`src/rtl/sata_pkg.sv`:
```
// Shared definitions for the SATA command sequencer: FIS type codes, opcode
// classes, sequencer states and the H2D Register FIS word builder.
package sata_pkg;

   localparam logic [7:0] FIS_H2D    = 8'h27;
   localparam logic [7:0] FIS_D2H    = 8'h34;
   localparam logic [7:0] FIS_DMAACT = 8'h39;
   localparam logic [7:0] FIS_DATA   = 8'h46;

   typedef enum logic [1:0] {CLS_NODATA, CLS_WRITE, CLS_READ} cmd_class_t;

   typedef enum logic [2:0] {
      ST_IDLE, ST_SEND_REG, ST_WAIT_D2H, ST_WAIT_DMAACT,
      ST_SEND_HDR, ST_SEND_DATA, ST_RECV_DATA, ST_DONE
   } state_t;

   function automatic cmd_class_t cmd_class(input logic [7:0] cmd);
      cmd_class_t cls;
      case (cmd)
         8'h06, 8'h07, 8'h35, 8'h3A, 8'h3D, 8'h57, 8'hCA, 8'hEB: cls = CLS_WRITE;
         8'h25, 8'h2A, 8'hC8, 8'hE9:                             cls = CLS_READ;
         default:                                                cls = CLS_NODATA;
      endcase
      return cls;
   endfunction

   // Word idx (0..4) of the H2D Register FIS, byte 0 in [31:24].
   function automatic logic [31:0] h2d_word(input logic [2:0]  idx,
                                            input logic [7:0]  cmd,
                                            input logic [27:0] lba,
                                            input logic [7:0]  count);
      logic [31:0] w;
      case (idx)
         3'd0:    w = {FIS_H2D, 8'h80, cmd, 8'h00};
         3'd1:    w = {4'h4, lba};
         3'd3:    w = {24'h0, count};
         default: w = 32'h0;
      endcase
      return w;
   endfunction

endpackage

```
`src/rtl/satacmd_rxparse.sv`:
```
// RX FIS stream parser: tracks frame starts, decodes the FIS type from the
// first word, discards aborted frames and emits typed per-word strobes.
module satacmd_rxparse
   import sata_pkg::*;
(
   input  logic        clk,
   input  logic        rst,
   input  logic        s_valid,
   input  logic [7:0]  s_type,
   input  logic [15:0] s_info,
   input  logic        s_last,
   input  logic        s_abort,
   output logic        d2h_end,
   output logic [15:0] d2h_info,
   output logic        dmaact_end,
   output logic        data_word
);

   logic        in_frame;
   logic [7:0]  frame_type;
   logic [15:0] info_q;
   logic        first;
   logic        word_ok;
   logic [7:0]  cur_type;

   assign first    = s_valid && !in_frame;
   assign word_ok  = s_valid && !s_abort;
   assign cur_type = first ? s_type : frame_type;
   assign d2h_info = first ? s_info : info_q;

   // D2H and DMA Activate only count once the frame ends cleanly.
   assign d2h_end    = word_ok && s_last && (cur_type == FIS_D2H);
   assign dmaact_end = word_ok && s_last && (cur_type == FIS_DMAACT);
   assign data_word  = word_ok && !first && (cur_type == FIS_DATA);

   always_ff @(posedge clk or posedge rst) begin
      if (rst) begin
         in_frame   <= 1'b0;
         frame_type <= '0;
         info_q     <= '0;
      end else if (s_abort) begin
         in_frame <= 1'b0;
      end else if (s_valid) begin
         in_frame <= !s_last;
         if (first) begin
            frame_type <= s_type;
            info_q     <= s_info;
         end
      end
   end

endmodule

```
`src/rtl/satacmd_seq.sv`:
```
// Host-side ATA command sequencer: H2D Register FIS out, DMA write/read data
// phases, completion on D2H. Optional idle timeout under SATACMD_TIMEOUT_EN.
//
// state          | meaning
// ST_IDLE        | ready for a command
// ST_SEND_REG    | transmitting 5-word H2D Register FIS
// ST_WAIT_D2H    | waiting for device status
// ST_WAIT_DMAACT | write: waiting for DMA Activate
// ST_SEND_HDR    | write: Data FIS header word
// ST_SEND_DATA   | write: forwarding one payload chunk
// ST_RECV_DATA   | read: forwarding Data FIS payload
// ST_DONE        | completion pulse
module satacmd_seq
   import sata_pkg::*;
#(
   parameter int SECTOR_WORDS   = 4,
   parameter int DATA_FIS_WORDS = 4,
   parameter int TIMEOUT_CYCLES = 4096
) (
   input  logic        i_tx_clk,
   input  logic        i_reset,
   input  logic        i_cmd_valid,
   output logic        o_cmd_ready,
   input  logic [7:0]  i_cmd,
   input  logic [27:0] i_lba,
   input  logic [7:0]  i_count,
   input  logic        s_wr_valid,
   output logic        s_wr_ready,
   input  logic [31:0] s_wr_data,
   output logic        m_valid,
   input  logic        m_ready,
   output logic [31:0] m_data,
   output logic        m_last,
   input  logic        s_valid,
   input  logic [31:0] s_data,
   input  logic        s_last,
   input  logic        s_abort,
   output logic        m_rd_valid,
   output logic [31:0] m_rd_data,
   output logic        m_rd_last,
   output logic        o_busy,
   output logic        o_done,
   output logic [7:0]  o_status,
   output logic        o_err
);

   localparam int RW = 9 + $clog2(SECTOR_WORDS);
   localparam int CW = $clog2(DATA_FIS_WORDS) + 1;

   state_t        state, state_nx;
   cmd_class_t    cls_q;
   logic [7:0]    cmd_q, count_q;
   logic [27:0]   lba_q;
   logic [2:0]    reg_idx;
   logic [RW-1:0] rem;
   logic [CW-1:0] chunk, chunk_ld;
   logic [8:0]    sectors;
   logic [RW-1:0] total_words;
   logic          d2h_end, dmaact_end, data_word;
   logic [15:0]   d2h_info;
   logic          waiting;
   logic          tmo_hit;

   satacmd_rxparse u_rxparse (
      .clk        (i_tx_clk),
      .rst        (i_reset),
      .s_valid    (s_valid),
      .s_type     (s_data[31:24]),
      .s_info     (s_data[15:0]),
      .s_last     (s_last),
      .s_abort    (s_abort),
      .d2h_end    (d2h_end),
      .d2h_info   (d2h_info),
      .dmaact_end (dmaact_end),
      .data_word  (data_word)
   );

   assign sectors     = (i_count == 8'd0) ? 9'd256 : {1'b0, i_count};
   assign total_words = RW'(sectors) * RW'(SECTOR_WORDS);
   assign chunk_ld    = (rem >= RW'(DATA_FIS_WORDS)) ? CW'(DATA_FIS_WORDS) : rem[CW-1:0];
   assign waiting     = state inside {ST_WAIT_D2H, ST_WAIT_DMAACT, ST_RECV_DATA};
   assign o_busy      = (state != ST_IDLE);
   assign o_done      = (state == ST_DONE);

`ifdef SATACMD_TIMEOUT_EN
   localparam int TW = $clog2(TIMEOUT_CYCLES + 1);
   logic [TW-1:0] tmo_cnt;

   assign tmo_hit = waiting && !s_valid && (tmo_cnt == TW'(TIMEOUT_CYCLES - 1));

   always_ff @(posedge i_tx_clk or posedge i_reset) begin
      if (i_reset)                  tmo_cnt <= '0;
      else if (s_valid || !waiting) tmo_cnt <= '0;
      else                          tmo_cnt <= tmo_cnt + TW'(1);
   end
`else
   assign tmo_hit = 1'b0;
`endif

   always_ff @(posedge i_tx_clk or posedge i_reset) begin
      if (i_reset) state <= ST_IDLE;
      else         state <= state_nx;
   end

   always_comb begin
      state_nx    = state;
      o_cmd_ready = 1'b0;
      m_valid     = 1'b0;
      m_data      = '0;
      m_last      = 1'b0;
      s_wr_ready  = 1'b0;
      case (state)
         ST_IDLE: begin
            o_cmd_ready = 1'b1;
            if (i_cmd_valid) state_nx = ST_SEND_REG;
         end
         ST_SEND_REG: begin
            m_valid = 1'b1;
            m_data  = h2d_word(reg_idx, cmd_q, lba_q, count_q);
            m_last  = (reg_idx == 3'd4);
            if (m_ready && reg_idx == 3'd4) begin
               case (cls_q)
                  CLS_WRITE: state_nx = ST_WAIT_DMAACT;
                  CLS_READ:  state_nx = ST_RECV_DATA;
                  default:   state_nx = ST_WAIT_D2H;
               endcase
            end
         end
         ST_WAIT_DMAACT: begin
            if (d2h_end || tmo_hit) state_nx = ST_DONE;
            else if (dmaact_end)    state_nx = ST_SEND_HDR;
         end
         ST_SEND_HDR: begin
            m_valid = 1'b1;
            m_data  = {FIS_DATA, 24'h0};
            if (m_ready) state_nx = ST_SEND_DATA;
         end
         ST_SEND_DATA: begin
            m_valid    = s_wr_valid;
            m_data     = s_wr_data;
            m_last     = (chunk == CW'(1));
            s_wr_ready = m_ready;
            if (s_wr_valid && m_ready && chunk == CW'(1))
               state_nx = (rem == RW'(1)) ? ST_WAIT_D2H : ST_WAIT_DMAACT;
         end
         ST_WAIT_D2H, ST_RECV_DATA: begin
            if (d2h_end || tmo_hit) state_nx = ST_DONE;
         end
         ST_DONE:  state_nx = ST_IDLE;
         default:  state_nx = ST_IDLE;
      endcase
   end

   // The link is half-duplex, so device status is only honoured while waiting.
   always_ff @(posedge i_tx_clk or posedge i_reset) begin
      if (i_reset) begin
         cmd_q      <= '0;
         lba_q      <= '0;
         count_q    <= '0;
         cls_q      <= CLS_NODATA;
         reg_idx    <= '0;
         rem        <= '0;
         chunk      <= '0;
         o_status   <= '0;
         o_err      <= 1'b0;
         m_rd_valid <= 1'b0;
         m_rd_data  <= '0;
         m_rd_last  <= 1'b0;
      end else begin
         m_rd_valid <= 1'b0;
         m_rd_last  <= 1'b0;
         case (state)
            ST_IDLE: begin
               if (i_cmd_valid) begin
                  cmd_q    <= i_cmd;
                  lba_q    <= i_lba;
                  count_q  <= i_count;
                  cls_q    <= cmd_class(i_cmd);
                  reg_idx  <= '0;
                  rem      <= total_words;
                  o_status <= '0;
                  o_err    <= 1'b0;
               end
            end
            ST_SEND_REG:  if (m_ready) reg_idx <= reg_idx + 3'd1;
            ST_SEND_HDR:  chunk <= chunk_ld;
            ST_SEND_DATA: begin
               if (s_wr_valid && m_ready) begin
                  rem   <= rem - RW'(1);
                  chunk <= chunk - CW'(1);
               end
            end
            ST_RECV_DATA: begin
               if (data_word) begin
                  if (rem != '0) begin
                     m_rd_valid <= 1'b1;
                     m_rd_data  <= s_data;
                     m_rd_last  <= (rem == RW'(1));
                     rem        <= rem - RW'(1);
                  end else begin
                     o_err <= 1'b1;
                  end
               end
            end
            default: ;
         endcase
         if (waiting) begin
            if (d2h_end) begin
               o_status <= d2h_info[15:8];
               o_err    <= o_err || (d2h_info[7:0] != 8'h00)
                           || (state == ST_RECV_DATA && rem != '0);
            end else if (tmo_hit) begin
               o_status <= 8'hFF;
               o_err    <= 1'b1;
            end
         end
      end
   end

endmodule

```
`config.mk`:
```
export PLATFORM = sky130hd
export DESIGN_NAME = satacmd_seq
export DESIGN_NICKNAME = d
export VERILOG_FILES = /design/src/rtl/sata_pkg.sv /design/src/rtl/satacmd_rxparse.sv /design/src/rtl/satacmd_seq.sv
export SDC_FILE = /design/constraint.sdc
export NUM_CORES = 1
export LEC_CHECK = 0
export CELL_PAD_IN_SITES_DETAIL_PLACEMENT = 0
export CELL_PAD_IN_SITES_GLOBAL_PLACEMENT = 1
export CORE_UTILIZATION = 48
export DETAILED_ROUTE_END_ITERATION = 6
export DONT_BUFFER_PORTS = 1
export HOLD_SLACK_MARGIN = 0.06
export PLACE_DENSITY = 0.92
export SYNTH_ARGS = -nofsm -noshare
export SYNTH_HDL_FRONTEND = slang
export SYNTH_SLANG_ARGS = --single-unit
```
`constraint.sdc`:
```
create_clock -name i_tx_clk -period 5.5 [get_ports i_tx_clk]
set_input_delay 1.1 -clock i_tx_clk [delete_from_list [all_inputs] [get_ports i_tx_clk]]
set_output_delay 1.1 -clock i_tx_clk [all_outputs]
set_load 0.01 [all_outputs]
```
**Word level (Yosys, flattened, before mapping)**

Index checks and enable logic that the tools add are counted.

- Input bits: 116
- Register bits: 134
- Word-level logic and storage cells: 148
- Output and inout port bits: 81

- Reductions and logical operators: 39
- Bitwise gates (word level): 1
- Add/subtract/negate cells: 3
- Order comparisons: 1
- Muxes and demuxes: 49
- Equality and inequality tests: 39

Operators with widths:

| cell | number |
|---|---|
| $pmux W32 S3 | 1 |
| $pmux W31 S3 | 1 |
| $eq A8 B6 Y1 const B | 7 |
| $mux W11 | 4 |
| $mux W8 | 5 |
| $mux W3 | 11 |
| $pmux W11 S3 | 1 |
| $eq A8 B8 Y1 const B | 4 |
| $pmux W3 S7 | 1 |
| $pmux W3 S2 | 3 |
| $eq A8 B3 Y1 const B | 2 |
| $eq A8 B7 Y1 const B | 2 |
| $mux W1 | 16 |
| $mux W16 | 1 |
| $ne A2 B2 Y1 const B | 8 |
| $eq A3 B3 Y1 const B | 5 |
| $eq A11 B1 Y1 const B | 1 |
| $ge A11 B3 Y1 const B | 1 |
| $logic_and A1 B1 Y1 | 11 |
| $reduce_bool A11 Y1 | 1 |
| $sub A11 B1 Y11 const B | 1 |
| $eq A3 B1 Y1 const B | 3 |
| $eq A3 B2 Y1 const B | 3 |
| $mux W9 | 1 |
| other kinds (23) | 38 |

**Logic depth before layout (Yosys ltp)**

- Depth in word-level cells: 9
- Gate-level depth with buffers: 8
- Mapped depth without buffers: 8

**Modules after synthesis**

A second synthesis with hierarchy kept.

- Cells, all modules: 675
- Area, all modules: 6802.8 µm²

By module, submodules not included:

| module | cells an instance | area an instance (µm²) | instances | seq. area each (µm²) |
|---|---|---|---|---|
| satacmd_seq | 583 | 5534.1 | 1 | 2727.6 |
| satacmd_rxparse | 92 | 1268.7 | 1 | 625.6 |

**Worst setup path after synthesis**

No wires, ideal clock.

- Kind: input port to flip-flop
- From: input s_data[24]
- To: register m_rd_data[0]
- Cell stages on the path: 7
- Path buffers: 2
- Data arrival time: 2795 ps
- Library setup time: 125 ps
- Setup slack: 2580 ps
- Required time: 5375 ps
- Cell sequence: nor2b_1 > a211o_1 > or2_1 > or4_1 > buf_2 > buf_6 > mux2_4

- Longest elaborated chain between the ends: 4

Ends and longest elaborated chain:

| what | line | text |
|---|---|---|
| from (decl) | satacmd_seq.sv:35 | `input logic [31:0] s_data,` |
| $mux W8 | satacmd_rxparse.sv:28 | `assign cur_type = first ? s_type : frame_type;` |
| $eq A8 B7 Y1 | satacmd_rxparse.sv:34 | `assign data_word = word_ok && !first && (cur_type == FIS_DATA);` |
| $logic_and A1 B1 Y1 | satacmd_rxparse.sv:34 |  |
| $reduce_and A3 Y1 (no source line) | - |  |
| to (signal assigned) | satacmd_seq.sv:197 | `m_rd_data <= s_data;` |
| to (decl) | satacmd_seq.sv:39 | `output logic [31:0] m_rd_data,` |

Every way passes these cells.
A chain may end at the register's enable or synchronous reset.

**Final worst setup path**

- From: register state[0]
- To: output m_data[26]

- Longest elaborated chain between the ends: 2
- Elaborated cells between the ends (all ways): 4
- Those cells by class: eq/ne (3); mux (1)

Ends and longest elaborated chain:

| what | line | text |
|---|---|---|
| from (decl) | satacmd_seq.sv:50 | `state_t state, state_nx;` |
| from (signal assigned) | satacmd_seq.sv:102 | `else state <= state_nx;` |
| $eq A3 B3 Y1 / $eq A3 B1 Y1 (equally long branches) | satacmd_seq.sv:112 | `case (state)` |
| $pmux W32 S3 (*) | satacmd_seq.sv:112 |  |
| to (decl) | satacmd_seq.sv:32 | `output logic [31:0] m_data,` |

Every way passes the cells marked *; elsewhere a longest branch is shown, timed or not.

==> results_dict.tcl <==
set metrics [dict create \
    status "complete, no violations" \
    ir_drop_mv 0.266 \
    drt_iter0_drc 327 \
    cts_buffer_depth 2 \
    wl_um 16300 \
    dp_hpwl_um 11500 \
    yosys_most_used_dff "dfrtp_1" \
    wl_per_cell_um 18.7 \
    grt_setup_unrepaired "false" \
    cts_sinks 134 \
    grt.met2_usage_pct 37.8 \
    vias_per_cell 5.92 \
    required_ns 4.40 \
    netlist_area_mm2 0.00676 \
    first_pass_iters 5 \
    fin_util_pct 55.1 \
    synth_area_leaders "dfrtp_1, nand2_1, mux2_4" \
    cts_resized 0 \
    area.growth.synth_to_final_pct 10.1 \
    final-setup-viol-count 0 \
    gr-total-overflow 0 \
    finalCriticalPeriod_ns 3.61 \
    met3_usage_pct 7.26 \
    ant_nets 0 \
    fin_crit_sh_pct 65.7 \
    p_leak_nw 3.45 \
    boundaryPins 197 \
    drive_gt1_share_pct 15.5 \
    antenna_found_initial 1 \
    start_kind "register" \
    ys_ff_latch 134 \
    yosysTopAreaCellShare_pct 49.6 \
    nNetsFinal 807 \
    yosysWarnings 0 \
    cts_buffers 17 \
    synth_nets 820 \
    critPathKind "reg2out" \
    cpPeakStageDelay_ns 0.59 \
    ys_seq_area_share_pct 49.6 \
    core_region_area_mm2 0.0135 \
    crit_fanout 15 \
    post_cts_buffers 0 \
    grt_pass1_vias 5033 \
    grt_util_all_layers_pct 23.3 \
    place_congestion 0.883 \
    antennaDiodeCount 0 \
    met1_usage_pct 29.4 \
    fin_worst_skew_ns 0.0105 \
    rr_endpoint "m_rd_data[23]" \
    drcViolationCount 0 \
    ff2ff_setup_slack_ns 2.14 \
    hold_end "cmd_q[2]" \
    portBuffers 0 \
    grt_pass1_wl_um 26200 \
    cp_slowest_cell "nor3_1" \
    synth_area_per_cell_um2 9.73 \
    fmax_ghz 0.277 \
    cts_tree "done" \
    holdPathStages 2 \
    top_usage_layer "met2" \
    yosysTopAreaCell "dfrtp_1" \
    worst_slew_pin_slew_ns 1.28 \
    finalInstanceArea_mm2 0.00744 \
    drv_cap 0 \
    floorplan.die_area_mm2 0.0146 \
    vias 5159 \
    power_density_mw_per_mm2 455 \
    slew_headroom_pct 14.5 \
    num-fill-cells 1137 \
    power.total_mw 3.38 \
    htreeDepth 4 \
    rows 42 \
    clk_pin_slew_worst_paths_ns 0.06 \
    place_area_mm2 0.00686 \
    end_kind "primary output" \
    grt_max_degree 91 \
    worstSkewPairLatency_ns 0.42 \
    start_util_pct 50.0 \
    crit_chain "inv_1, nor3_1, and2_1, a221o_1" \
    cts_root_buf "clkbuf_16" \
    hold_start "cmd_q[2]" \
    drv_slew 0 \
    setup_ws_ns 1.89 \
    postCtsHoldBufs 0 \
    r2r_start "u_rxparse.in_frame" \
    dp_slack_ns 1.53 \
    tns_ns 0 \
    die_h_um 121 \
    synth_edf_count 0 \
    hold_viol_final 0 \
    r2r_cells 5 \
    hold_path.class "reg2reg" \
    synth-async-reset-ratio_pct 100 \
    crit_arrival_ns 2.51 \
    ys_types 56 \
    chipWidth_um 121 \
    synth_cells 695 \
]
-- state kept, by name (all words and copies together) (netlist names) --
register,flops
cmd_q,8
u_rxparse.in_frame,1
state,3
m_rd_last,1
o_status,8
o_err,1
lba_q,28
m_rd_data,32
reg_idx,3
chunk,3
cls_q,2
count_q,8
u_rxparse.info_q,16
u_rxparse.frame_type,8
m_rd_valid,1
rem,11
-- cell usage in the layout (no fill, tap or decap), types with 4 or more instances in the layout --
cell,n
ha_1,9
nor2b_1,5
mux2_2,31
clkbuf_16,17
nor2_1,16
and2_1,7
nor4_1,6
o21ai_0,60
mux2_4,30
nand2b_1,5
a31oi_1,7
nand3_1,4
nand3b_1,7
inv_1,16
buf_4,5
dfrtp_1,134
or4_1,5
nor3_1,12
clkinv_4,4
nor3b_1,5
nand2_1,193
inv_6,8
o31ai_1,4
a22oi_1,18
a22o_1,9
nor4b_1,4
a21oi_1,25
-- where the power goes --
group          switching, mW  total (mW)  internal (mW)
sequential             0.213        1.45           1.24
combinational          0.502       0.827          0.325
clock                  0.458        1.10          0.645
-- kinds of logic after synthesis --
| group | after synthesis | share of synthesized area (%) |
|---|---|---|
| adders and majority gates | 9 | 1.67 |
| AOI/OAI and AO/OA | 141 | 12.9 |
| buffers and inverters | 54 | 3.48 |
| and+or+nand+nor | 290 | 19.6 |
| DFF | 134 | 49.6 |
| muxes | 66 | 12.6 |
| xor gates and xnor gates | 1 | 0.130 |
-- critical path, delay by kind of cell (launching register included) --
family          cells  cell delay [ns]
simple gates        2             1.05
flops               1             0.58
compound gates      1             0.27
buf+inv             1             0.19
-- area by class of cell --
type | instances | area, um^2 | share of cell area [%]
tap | 176 | 220 | 2.96
clock buffer | 18 | 439 | 5.90
sequential | 134 | 3350 | 45.1
inverter | 17 | 68.8 | 0.925
multi-input combinational | 507 | 3180 | 42.8
clock inverter | 14 | 136 | 1.83
timing repair buffer | 5 | 37.5 | 0.505
-- metrics by stage --
stage                     std cells  hold WS [ns]
final                           871         0.475
after global routing            871         0.497
after CTS                       871         0.479
after detailed placement        839         0.463
after global placement          839         0.459
after floorplan                 695         0.446
-- worst max path at each step --
stage	slack, ns	end	cells past startpoint	startpoint
4_1_cts	1.89	m_data[26]	4	state[0]
3_5_place_dp	1.53	m_rd_data[23]	5	s_valid
3_3_place_gp	1.63	m_rd_data[23]	5	s_valid
5_1_grt	1.67	m_data[25]	4	state[0]
6_report	1.89	m_data[26]	4	state[0]
2_1_floorplan	0.82	chunk[0]	1	i_reset
-- per-layer routing --
layer	wire (um)	vias up	share of wire, %
met2	8070	162	50
li1	-	2394	-
met4	340	2	2.1
met3	982	28	6.0
met5	16	-	0.098
met1	6850	2573	42
-- synthesized netlist by cell type, types with 13 or more instances --
cell type / number
a22oi_1: 18
mux2_2: 31
inv_1: 17
nand2_1: 194
dfrtp_1: 134
mux2_4: 30
a21oi_1: 25
o21ai_0: 60
clkbuf_1: 25
nor2_1: 18
nor3_1: 13
Note: power is estimated with default switching activity, not from simulation.
